--- config.mk ---
export PLATFORM = sky130hd
export DESIGN_NAME = mem_stage
export DESIGN_NICKNAME = d
export VERILOG_FILES = /design/src/rtl/mem_pkg.sv /design/src/rtl/mem_align.sv /design/src/rtl/mem_stage.sv
export SDC_FILE = /design/constraint.sdc
export NUM_CORES = 1
export LEC_CHECK = 0
export ABC_AREA = 1
export BUFFER_PORTS_ARGS = -buffer_cell sky130_fd_sc_hd__buf_2
export CAP_MARGIN = 10
export CORE_AREA = 2 2 153 155
export DETAILED_ROUTE_END_ITERATION = 8
export DIE_AREA = 0 0 155 157
export MAX_ROUTING_LAYER = met4
export PLACE_DENSITY = 0.51
export SETUP_SLACK_MARGIN = 0.02
export SLEW_MARGIN = 20
export SYNTH_ARGS = -nofsm -noshare
export SYNTH_HDL_FRONTEND = slang
export SYNTH_SLANG_ARGS = --single-unit
--- constraint.sdc ---
create_clock -name CLK -period 2.6 [get_ports CLK]
set_input_delay 0.26 -clock CLK [delete_from_list [all_inputs] [get_ports CLK]]
set_output_delay 0.26 -clock CLK [all_outputs]
set_load 0.005 [all_outputs]
--- src/rtl/mem_pkg.sv ---
// Shared definitions for the MEM pipeline stage.
// Holds the data-cache op codes carried on ALU_Control, the MEM FSM state
// encodings, the writeback payload layout and small decode helpers.
package mem_pkg;

    localparam int unsigned WORD_W   = 32;
    localparam int unsigned BE_W     = WORD_W / 8;
    localparam int unsigned REG_W    = 5;
    localparam int unsigned CTRL_W   = 6;

    // Memory op codes on ALU_Control1_IN
    localparam logic [CTRL_W-1:0] MEM_LW  = 6'h23;
    localparam logic [CTRL_W-1:0] MEM_LB  = 6'h20;
    localparam logic [CTRL_W-1:0] MEM_LBU = 6'h24;
    localparam logic [CTRL_W-1:0] MEM_LH  = 6'h21;
    localparam logic [CTRL_W-1:0] MEM_LHU = 6'h25;
    localparam logic [CTRL_W-1:0] MEM_SW  = 6'h2B;
    localparam logic [CTRL_W-1:0] MEM_SB  = 6'h28;
    localparam logic [CTRL_W-1:0] MEM_SH  = 6'h29;

    // FSM state encodings
    localparam logic [1:0] ST_IDLE = 2'd0;
    localparam logic [1:0] ST_REQ  = 2'd1;
    localparam logic [1:0] ST_RESP = 2'd2;

    typedef enum logic [1:0] {
        SZ_BYTE = 2'd0,
        SZ_HALF = 2'd1,
        SZ_WORD = 2'd2
    } mem_size_e;

    // Writeback payload handed to WB (and mirrored on the bypass port)
    typedef struct packed {
        logic [WORD_W-1:0] instr;
        logic [WORD_W-1:0] pc;
        logic [WORD_W-1:0] data;
        logic [REG_W-1:0]  wreg;
        logic              we;
    } wb_t;

    // Access size; any code that is not a byte/half op is treated as a word
    function automatic mem_size_e mem_size(input logic [CTRL_W-1:0] ctrl);
        mem_size_e sz;
        case (ctrl)
            MEM_LB, MEM_LBU, MEM_SB: sz = SZ_BYTE;
            MEM_LH, MEM_LHU, MEM_SH: sz = SZ_HALF;
            default:                 sz = SZ_WORD;
        endcase
        return sz;
    endfunction

    // Loads that zero-extend instead of sign-extend
    function automatic logic mem_unsigned(input logic [CTRL_W-1:0] ctrl);
        return (ctrl == MEM_LBU) || (ctrl == MEM_LHU);
    endfunction

endpackage

--- src/rtl/mem_align.sv ---
// Combinational lane logic for the MEM stage (big-endian: offset 0 = bits 31:24).
// Ports:
//   alu_ctrl    - op code selecting size and sign of the access
//   offset      - low two address bits
//   store_data  - store data from EXE (low lanes meaningful)
//   load_data   - word returned by the data cache
//   byte_en_c   - byte enables, bit 3 = bits 31:24
//   store_rep_c - store data replicated into every lane of its size
//   load_ext_c  - extracted and sign/zero-extended load value
//   misalign_c  - access not aligned to its size
module mem_align
    import mem_pkg::*;
(
    input  logic [CTRL_W-1:0] alu_ctrl,
    input  logic [1:0]        offset,
    input  logic [WORD_W-1:0] store_data,
    input  logic [WORD_W-1:0] load_data,
    output logic [BE_W-1:0]   byte_en_c,
    output logic [WORD_W-1:0] store_rep_c,
    output logic [WORD_W-1:0] load_ext_c,
    output logic              misalign_c
);

    mem_size_e size_c;
    logic      zext_c;
    logic [7:0]  ld_byte_c;
    logic [15:0] ld_half_c;

    assign size_c = mem_size(alu_ctrl);
    assign zext_c = mem_unsigned(alu_ctrl);

    // Byte enables, store replication and alignment check
    always_comb begin
        byte_en_c   = 4'b1111;
        store_rep_c = store_data;
        misalign_c  = 1'b0;
        case (size_c)
            SZ_BYTE: begin
                byte_en_c   = 4'b1000 >> offset;
                store_rep_c = {4{store_data[7:0]}};
            end
            SZ_HALF: begin
                byte_en_c   = offset[1] ? 4'b0011 : 4'b1100;
                store_rep_c = {2{store_data[15:0]}};
                misalign_c  = offset[0];
            end
            default: begin
                misalign_c  = |offset;
            end
        endcase
    end

    // Lane selection for loads
    always_comb begin
        ld_byte_c = load_data[31:24];
        case (offset)
            2'd0:    ld_byte_c = load_data[31:24];
            2'd1:    ld_byte_c = load_data[23:16];
            2'd2:    ld_byte_c = load_data[15:8];
            default: ld_byte_c = load_data[7:0];
        endcase
        ld_half_c = offset[1] ? load_data[15:0] : load_data[31:16];
    end

    // Extension to a full word
    always_comb begin
        load_ext_c = load_data;
        case (size_c)
            SZ_BYTE: load_ext_c = zext_c ? {24'd0, ld_byte_c}
                                         : {{24{ld_byte_c[7]}}, ld_byte_c};
            SZ_HALF: load_ext_c = zext_c ? {16'd0, ld_half_c}
                                         : {{16{ld_half_c[15]}}, ld_half_c};
            default: load_ext_c = load_data;
        endcase
    end

endmodule

--- src/rtl/mem_stage.sv ---
// MEM pipeline stage: issues loads/stores to the data cache over a
// valid/ready request + valid response interface, stalls upstream while an
// access is outstanding and registers the writeback result (also the
// MEM->EXE bypass).
// Ports:
//   CLK, RESET              - clock, synchronous active-high reset
//   *1_IN                   - registered EXE outputs (held while STALL_OUT)
//   dreq_*                  - cache request (valid/ready), word address, BE, data
//   dresp_valid/rdata       - cache load response
//   STALL_OUT               - combinational upstream freeze
//   Instr1/PC/WriteData/WriteRegister/RegWrite1_OUT - registered writeback
//   ALIGN_ERR_OUT           - registered one-cycle misalign pulse
//   Bypass*_MEMEXE          - copies of the writeback registers
module mem_stage
    import mem_pkg::*;
#(
    parameter int unsigned ADDR_W = 32,
    parameter int unsigned DATA_W = 32
) (
    input  logic              CLK,
    input  logic              RESET,
    input  logic [31:0]       Instr1_IN,
    input  logic [31:0]       Instr1_PC_IN,
    input  logic [DATA_W-1:0] ALU_result1_IN,
    input  logic [4:0]        WriteRegister1_IN,
    input  logic [DATA_W-1:0] MemWriteData1_IN,
    input  logic              RegWrite1_IN,
    input  logic [5:0]        ALU_Control1_IN,
    input  logic              MemRead1_IN,
    input  logic              MemWrite1_IN,
    output logic              dreq_valid,
    input  logic              dreq_ready,
    output logic              dreq_we,
    output logic [ADDR_W-1:0] dreq_addr,
    output logic [DATA_W-1:0] dreq_wdata,
    output logic [3:0]        dreq_be,
    input  logic              dresp_valid,
    input  logic [DATA_W-1:0] dresp_rdata,
    output logic              STALL_OUT,
    output logic [31:0]       Instr1_OUT,
    output logic [31:0]       Instr1_PC_OUT,
    output logic [DATA_W-1:0] WriteData1_OUT,
    output logic [4:0]        WriteRegister1_OUT,
    output logic              RegWrite1_OUT,
    output logic              ALIGN_ERR_OUT,
    output logic [4:0]        BypassReg1_MEMEXE,
    output logic [DATA_W-1:0] BypassData1_MEMEXE,
    output logic              BypassValid1_MEMEXE
);

    logic [1:0]        state;
    logic [1:0]        state_nxt;
    logic [ADDR_W-1:0] addr_full;
    logic              mem_op;
    logic              is_store;
    logic              access_ok;
    logic              req_c;
    logic              stall_c;
    logic              load_sel;
    logic              wb_we_c;
    logic [BE_W-1:0]   byte_en_c;
    logic [WORD_W-1:0] store_rep_c;
    logic [WORD_W-1:0] load_ext_c;
    logic              misalign_c;
    wb_t               wb_q;
    logic              align_err_q;

    // Both read and write set behaves as a store
    assign addr_full = ADDR_W'(ALU_result1_IN);
    assign mem_op    = MemRead1_IN | MemWrite1_IN;
    assign is_store  = MemWrite1_IN;
    assign access_ok = mem_op & ~misalign_c;
    assign load_sel  = access_ok & ~is_store;

    mem_align u_align (
        .alu_ctrl    (ALU_Control1_IN),
        .offset      (addr_full[1:0]),
        .store_data  (MemWriteData1_IN),
        .load_data   (dresp_rdata),
        .byte_en_c   (byte_en_c),
        .store_rep_c (store_rep_c),
        .load_ext_c  (load_ext_c),
        .misalign_c  (misalign_c)
    );

    // Request fields follow the held EXE inputs, so they stay stable in REQ
    assign dreq_we    = is_store;
    assign dreq_addr  = {addr_full[ADDR_W-1:2], 2'b00};
    assign dreq_wdata = store_rep_c;
    assign dreq_be    = byte_en_c;
    assign dreq_valid = req_c;
    assign STALL_OUT  = stall_c;

    // State register
    always_ff @(posedge CLK) begin
        if (RESET) begin
            state <= ST_IDLE;
        end else begin
            state <= state_nxt;
        end
    end

    // Next state, request valid and stall
    always_comb begin
        state_nxt = state;
        req_c     = 1'b0;
        stall_c   = 1'b0;
        case (state)
            ST_IDLE: begin
                if (access_ok) begin
                    req_c = 1'b1;
                    if (!dreq_ready) begin
                        state_nxt = ST_REQ;
                        stall_c   = 1'b1;
                    end else if (!is_store) begin
                        state_nxt = ST_RESP;
                        stall_c   = 1'b1;
                    end
                end
            end
            ST_REQ: begin
                req_c   = 1'b1;
                stall_c = 1'b1;
                if (dreq_ready) begin
                    if (is_store) begin
                        state_nxt = ST_IDLE;
                        stall_c   = 1'b0;
                    end else begin
                        state_nxt = ST_RESP;
                    end
                end
            end
            ST_RESP: begin
                if (dresp_valid) begin
                    state_nxt = ST_IDLE;
                end else begin
                    stall_c = 1'b1;
                end
            end
            default: begin
                state_nxt = ST_IDLE;
            end
        endcase
        if (RESET) begin
            state_nxt = ST_IDLE;
            req_c     = 1'b0;
            stall_c   = 1'b0;
        end
    end

    // Stores and misaligned accesses never write a register; neither does r0
    assign wb_we_c = RegWrite1_IN & (|WriteRegister1_IN)
                   & ~(mem_op & (misalign_c | is_store));

    // Writeback registers; a bubble is loaded while stalled
    always_ff @(posedge CLK) begin
        if (RESET) begin
            wb_q        <= '0;
            align_err_q <= 1'b0;
        end else begin
            align_err_q <= mem_op & misalign_c;
            if (stall_c) begin
                wb_q <= '0;
            end else begin
                wb_q.instr <= Instr1_IN;
                wb_q.pc    <= Instr1_PC_IN;
                wb_q.data  <= load_sel ? load_ext_c : ALU_result1_IN;
                wb_q.wreg  <= WriteRegister1_IN;
                wb_q.we    <= wb_we_c;
            end
        end
    end

    assign Instr1_OUT          = wb_q.instr;
    assign Instr1_PC_OUT       = wb_q.pc;
    assign WriteData1_OUT      = wb_q.data;
    assign WriteRegister1_OUT  = wb_q.wreg;
    assign RegWrite1_OUT       = wb_q.we;
    assign ALIGN_ERR_OUT       = align_err_q;
    assign BypassReg1_MEMEXE   = wb_q.wreg;
    assign BypassData1_MEMEXE  = wb_q.data;
    assign BypassValid1_MEMEXE = wb_q.we;

endmodule
### After elaboration in Yosys (flattened, before gate mapping)

Index checks and enable logic that the tools add are counted.

* bits in registers: 105
* output and inout bits: 212

* equality and inequality tests: 15
* shifts and indexed selects: 1
* muxes and demuxes: 27
* bitwise logic cells: 11
* reductions and logical operators: 10

Operators with widths (count)
* one-hot mux 32 bit (2 select lines): 2
* 2-to-1 mux 32 bit: 3
* == test 6 bit, second input constant: 6
* one-hot mux 8 bit (3 select lines): 1
* 2-to-1 mux 16 bit: 1
* 2-to-1 mux 2 bit: 6
* one-hot mux 4 bit (2 select lines): 1
* 2-to-1 mux 1 bit: 7
* bitwise AND 1 bit: 6
* == test 2 x 1 -> 1 bit, second input constant: 3
* zero test 2 bit: 3
* inequality test 2 bit, second input constant: 3
* one-hot mux 2 bit (3 select lines): 1
* OR reduction 3 bit: 2
* OR reduction 5 bit: 1
* == test 2 bit, second input constant: 2
* 2-to-1 mux 4 bit: 1
* one-hot mux 1 bit (2 select lines): 2
* one-hot mux 2 bit (2 select lines): 1
* AND reduction 4 bit: 1
* OR reduction 2 bit: 2
* right shift 4 x 2 -> 4 bit, first input constant: 1
* inequality test 3 bit, second input constant: 1
* NOT 1 bit: 3
* 3 further kinds: 4

### Logic depth before layout (Yosys ltp)

* word-level depth: 11
* gate-level depth with buffers: 10
* mapped depth without buffers: 9

### Hierarchy

A second synthesis with hierarchy kept.

* cell total of the unflattened synthesis: 788
* area total of the unflattened synthesis: 6110.9 µm²

Modules (own cells, without submodules)
* mem_stage: times used 1, cells an instance 530, area an instance 4815.9 µm², sequential area each 2102.0 µm²
* mem_align: times used 1, cells an instance 258, area an instance 1295.0 µm², sequential area each 0.0 µm²

### Least setup slack after synthesis

No wires, ideal clock.

* kind: input-to-reg
* start: input port ALU_result1_IN[1]
* end: register wb_q, in the netlist BypassData1_MEMEXE[21]
* arrival: 1.342 ns
* required time: 2.485 ns
* setup slack: 1.143 ns
* cell stages on the path: 9
* buffers on the path: 3
* cells stage by stage: buf_2 nor2_4 inv_2 nand2_2 nand4_2 nand3b_2 buf_6 buf_6 a21oi_2

* word-level cells in the longest chain between the ends: 8

Ends and longest elaborated chain
* start: declaration: line mem_stage.sv:24 `input logic [DATA_W-1:0] ALU_result1_IN,`
* OR reduction 2 bit: line mem_align.sv:48 `misalign_c = |offset;`
* one-hot mux 1 bit (2 select lines): line mem_align.sv:37 `case (size_c)`
* NOT 1 bit: line mem_stage.sv:72 `assign access_ok = mem_op & ~misalign_c;`
* bitwise AND 1 bit: line mem_stage.sv:72
* 2-to-1 mux 1 bit: line mem_stage.sv:110 `if (access_ok) begin`
* one-hot mux 1 bit (3 select lines): line mem_stage.sv:108 `case (state)`
* 2-to-1 mux 1 bit: line mem_stage.sv:144 `if (RESET) begin`
* OR reduction 2 bit (no source line)
* end: declaration: line mem_stage.sv:65 `wb_t wb_q;`

Parallel ways exist; a longest one is shown, timed or not.
A chain may end at the register's enable or synchronous reset.

### Worst setup path after layout

* start: input port ALU_Control1_IN[4]
* end: output port dreq_be[2]

* word-level cells in the longest chain between the ends: 5

Ends and longest elaborated chain
* start: declaration: line mem_stage.sv:28 `input logic [5:0] ALU_Control1_IN,`
* == test 6 bit: line mem_pkg.sv:44 `case (ctrl)`
* OR reduction 3 bit: line mem_pkg.sv:44
* one-hot mux 2 bit (2 select lines) (*): line mem_pkg.sv:44
* == test 2 x 1 -> 1 bit or zero test 2 bit (tied branches): line mem_align.sv:37
* one-hot mux 4 bit (2 select lines) (*): line mem_align.sv:37
* end: declaration: line mem_stage.sv:36 `output logic [3:0] dreq_be,`

Mark *: on every way between the ends. The rest lies on a longest branch, timed or not.

==> flow_metrics.tcl <==
set metrics [dict create \
    avgSynthCellArea_um2 7.11 \
    max-cap-violations 0 \
    cp.arrival_ps 1740 \
    dp_slack_ps 520 \
    die_w_um 155 \
    die_y_um 157 \
    ys_ff_latch 105 \
    synth_cell_types 30 \
    setup_viol 0 \
    critPathLaunch "ALU_Control1_IN[4]" \
    synth_edf_count 0 \
    relSlewSlack 0.595 \
    htree_levels 3 \
    cp-end-kind "output pin" \
    synth_warnings 0 \
    synthCells 726 \
    postRouteAntennaNets 0 \
    post-cts-setup-buffers 0 \
    path_class "input port to output pin" \
    grt_max_degree 37 \
    dp_hpwl_mm 16.8 \
    ys_top_cells_by_count "189 x nand2_1, 105 x dfxtp_1, 95 x inv_1" \
    synth_top_cell_area_share 0.407 \
    syn_area_um2 5160 \
    clock-sinks 105 \
    maxSlewViolCount 0 \
    finalClockSkew_ps 6.58 \
    worstReg2RegStart "state[0]" \
    syn2layout_area_growth_pct 37.5 \
    wl_per_cell_um 15.5 \
    peakVddDrop_mv 0.266 \
    fin_nets 1201 \
    drive_above_1_share 0.429 \
    min_path_type "input port to flop" \
    numCtsBuffers 9 \
    powerDensity_nw_per_um2 576 \
    cts_resized 0 \
    yosysMostFrequentCell "nand2_1" \
    status "finished clean" \
    initial_core_util 0.229 \
    hold_ws_ps 110 \
    place_congestion 0.863 \
    num_vias 5419 \
    synthArstFlopShare 0 \
    coreArea_um2 22500 \
    p_leak_nw 4.19 \
    port_buffers 387 \
    timing.fmax_ghz 0.500 \
    fp.dieArea_um2 24300 \
    period_needed_ps 2000 \
    antenna_found_initial 6 \
    cp.required_ps 2340 \
    gr-total-overflow 0 \
    wirelength_mm 20.4 \
    dr.pass1.iters 4 \
    cts.reportedPaths.clkPinSlew_ps 80 \
    setup_ws_ps 600 \
    cts_tree "done" \
    rows 55 \
    tightestPinTransition_ps 605 \
    drc 0 \
    start_kind "input port" \
    path_max_fanout 17 \
    gr-usage-all-layers 0.163 \
    grt_pass1_wl_mm 28.7 \
    cts_hold_buf 0 \
    grt_setup_unrepaired "no" \
    setup-tns-final_ps 0 \
    period_share 0.769 \
    first_iter_violations 277 \
    pin_count 390 \
    cts_buffer_depth 2 \
    holdCritStartpoint "Instr1_IN[18]" \
    routed_via_density 4.11 \
    ys.flop_type "dfxtp_1" \
    grt_pass1_vias 4916 \
    hold_violations 0 \
    root_buffer "clkbuf_16" \
    clkLatencyLatePin_ps 350 \
    synth.area.top_cells "dfxtp_1 41%, nand2_1 14%, buf_4 12%" \
    synth-seq-area-share 0.407 \
    yosys.area.top_type "dfxtp_1" \
]
-- power by group --
part / leakage [nW] / switching, mW / internal, mW / total [mW]
combinational: 3.15 / 0.422 / 0.360 / 0.782
clock: 0.163 / 0.665 / 0.864 / 1.53
sequential: 0.870 / 0.0508 / 1.73 / 1.78
total: 4.19 / 1.14 / 2.95 / 4.09
-- stage by stage --
| stage | instance area (um^2) | instances | power [mW] | util |
|---|---|---|---|---|
| after floorplan | 5170 | 727 | 2.25 | - |
| after global placement | 6750 | 1297 | 2.61 | 0.300 |
| after detailed placement | 6750 | 1297 | 2.61 | 0.300 |
| after CTS | 7090 | 1313 | 4.17 | 0.315 |
| after global routing | 7100 | 1319 | 4.33 | 0.316 |
| final | 7100 | 1319 | 4.09 | 0.316 |
-- sequential cells by signal, indices dropped and copies added, names as in the netlist --
register / cells
state: 2
BypassValid1_MEMEXE: 1
Instr1_PC_OUT: 32
BypassReg1_MEMEXE: 5
Instr1_OUT: 32
ALIGN_ERR_OUT: 1
BypassData1_MEMEXE: 32
-- cells by family after synthesis --
kind of cell           Yosys count  share of synthesized area
AND/OR/NAND/NOR                352                      0.294
other                            1                   0.000726
buffers and inverters          210                      0.229
flip-flops                     105                      0.407
AO/OA/AOI/OAI                   58                     0.0696
-- cell type report --
cell class / count / area [um^2]
antenna: 6 / 15.0
sequential: 105 / 2100
timing repair buffer: 395 / 2020
fill: 2536 / 15400
inverter: 100 / 375
clock buffer: 9 / 225
clock inverter: 7 / 111
multi-input combinational: 412 / 1890
tap: 285 / 357
-- worst paths after layout --
kind                                         endpoint  slack, ps  depth (start not counted)
worst max-delay path                       dreq_be[2]        600                          7
worst min-delay path                   Instr1_OUT[18]        110                          3
worst max register to register  BypassData1_MEMEXE[6]        770                          6
worst min register to register               state[0]        550                          2
-- worst max-delay path, stage by stage --
cell	delay, ps
buf_2	120
nor2_4	170
nand3_2	180
buf_4	250
inv_1	390
nand3b_1	190
buf_2	170
-- routing by layer --
layer | vias to the layer above | global-route usage | part of all wire
met5 | - | - | 0
met4 | 0 | 0.0507 | 0.018
met2 | 282 | 0.290 | 0.51
li1 | 2737 | - | -
met1 | 2378 | 0.180 | 0.39
met3 | 22 | 0.0421 | 0.084
-- cell usage in the layout (no fill, tap or decap), drive strengths merged, types with 3 or more instances in the layout --
cell type  Yosys  routed
nor3           3       3
dfxtp        105     105
nor2          86      86
inv          100     102
nand3         58      58
o21ai         11      11
a21oi         35      35
buf          105     395
clkinv         0       3
clkbuf         5       9
nand2        191     191
nand4         11      11
o211ai         9       9
diode          0       6
Power figures use the tool's default switching activity.
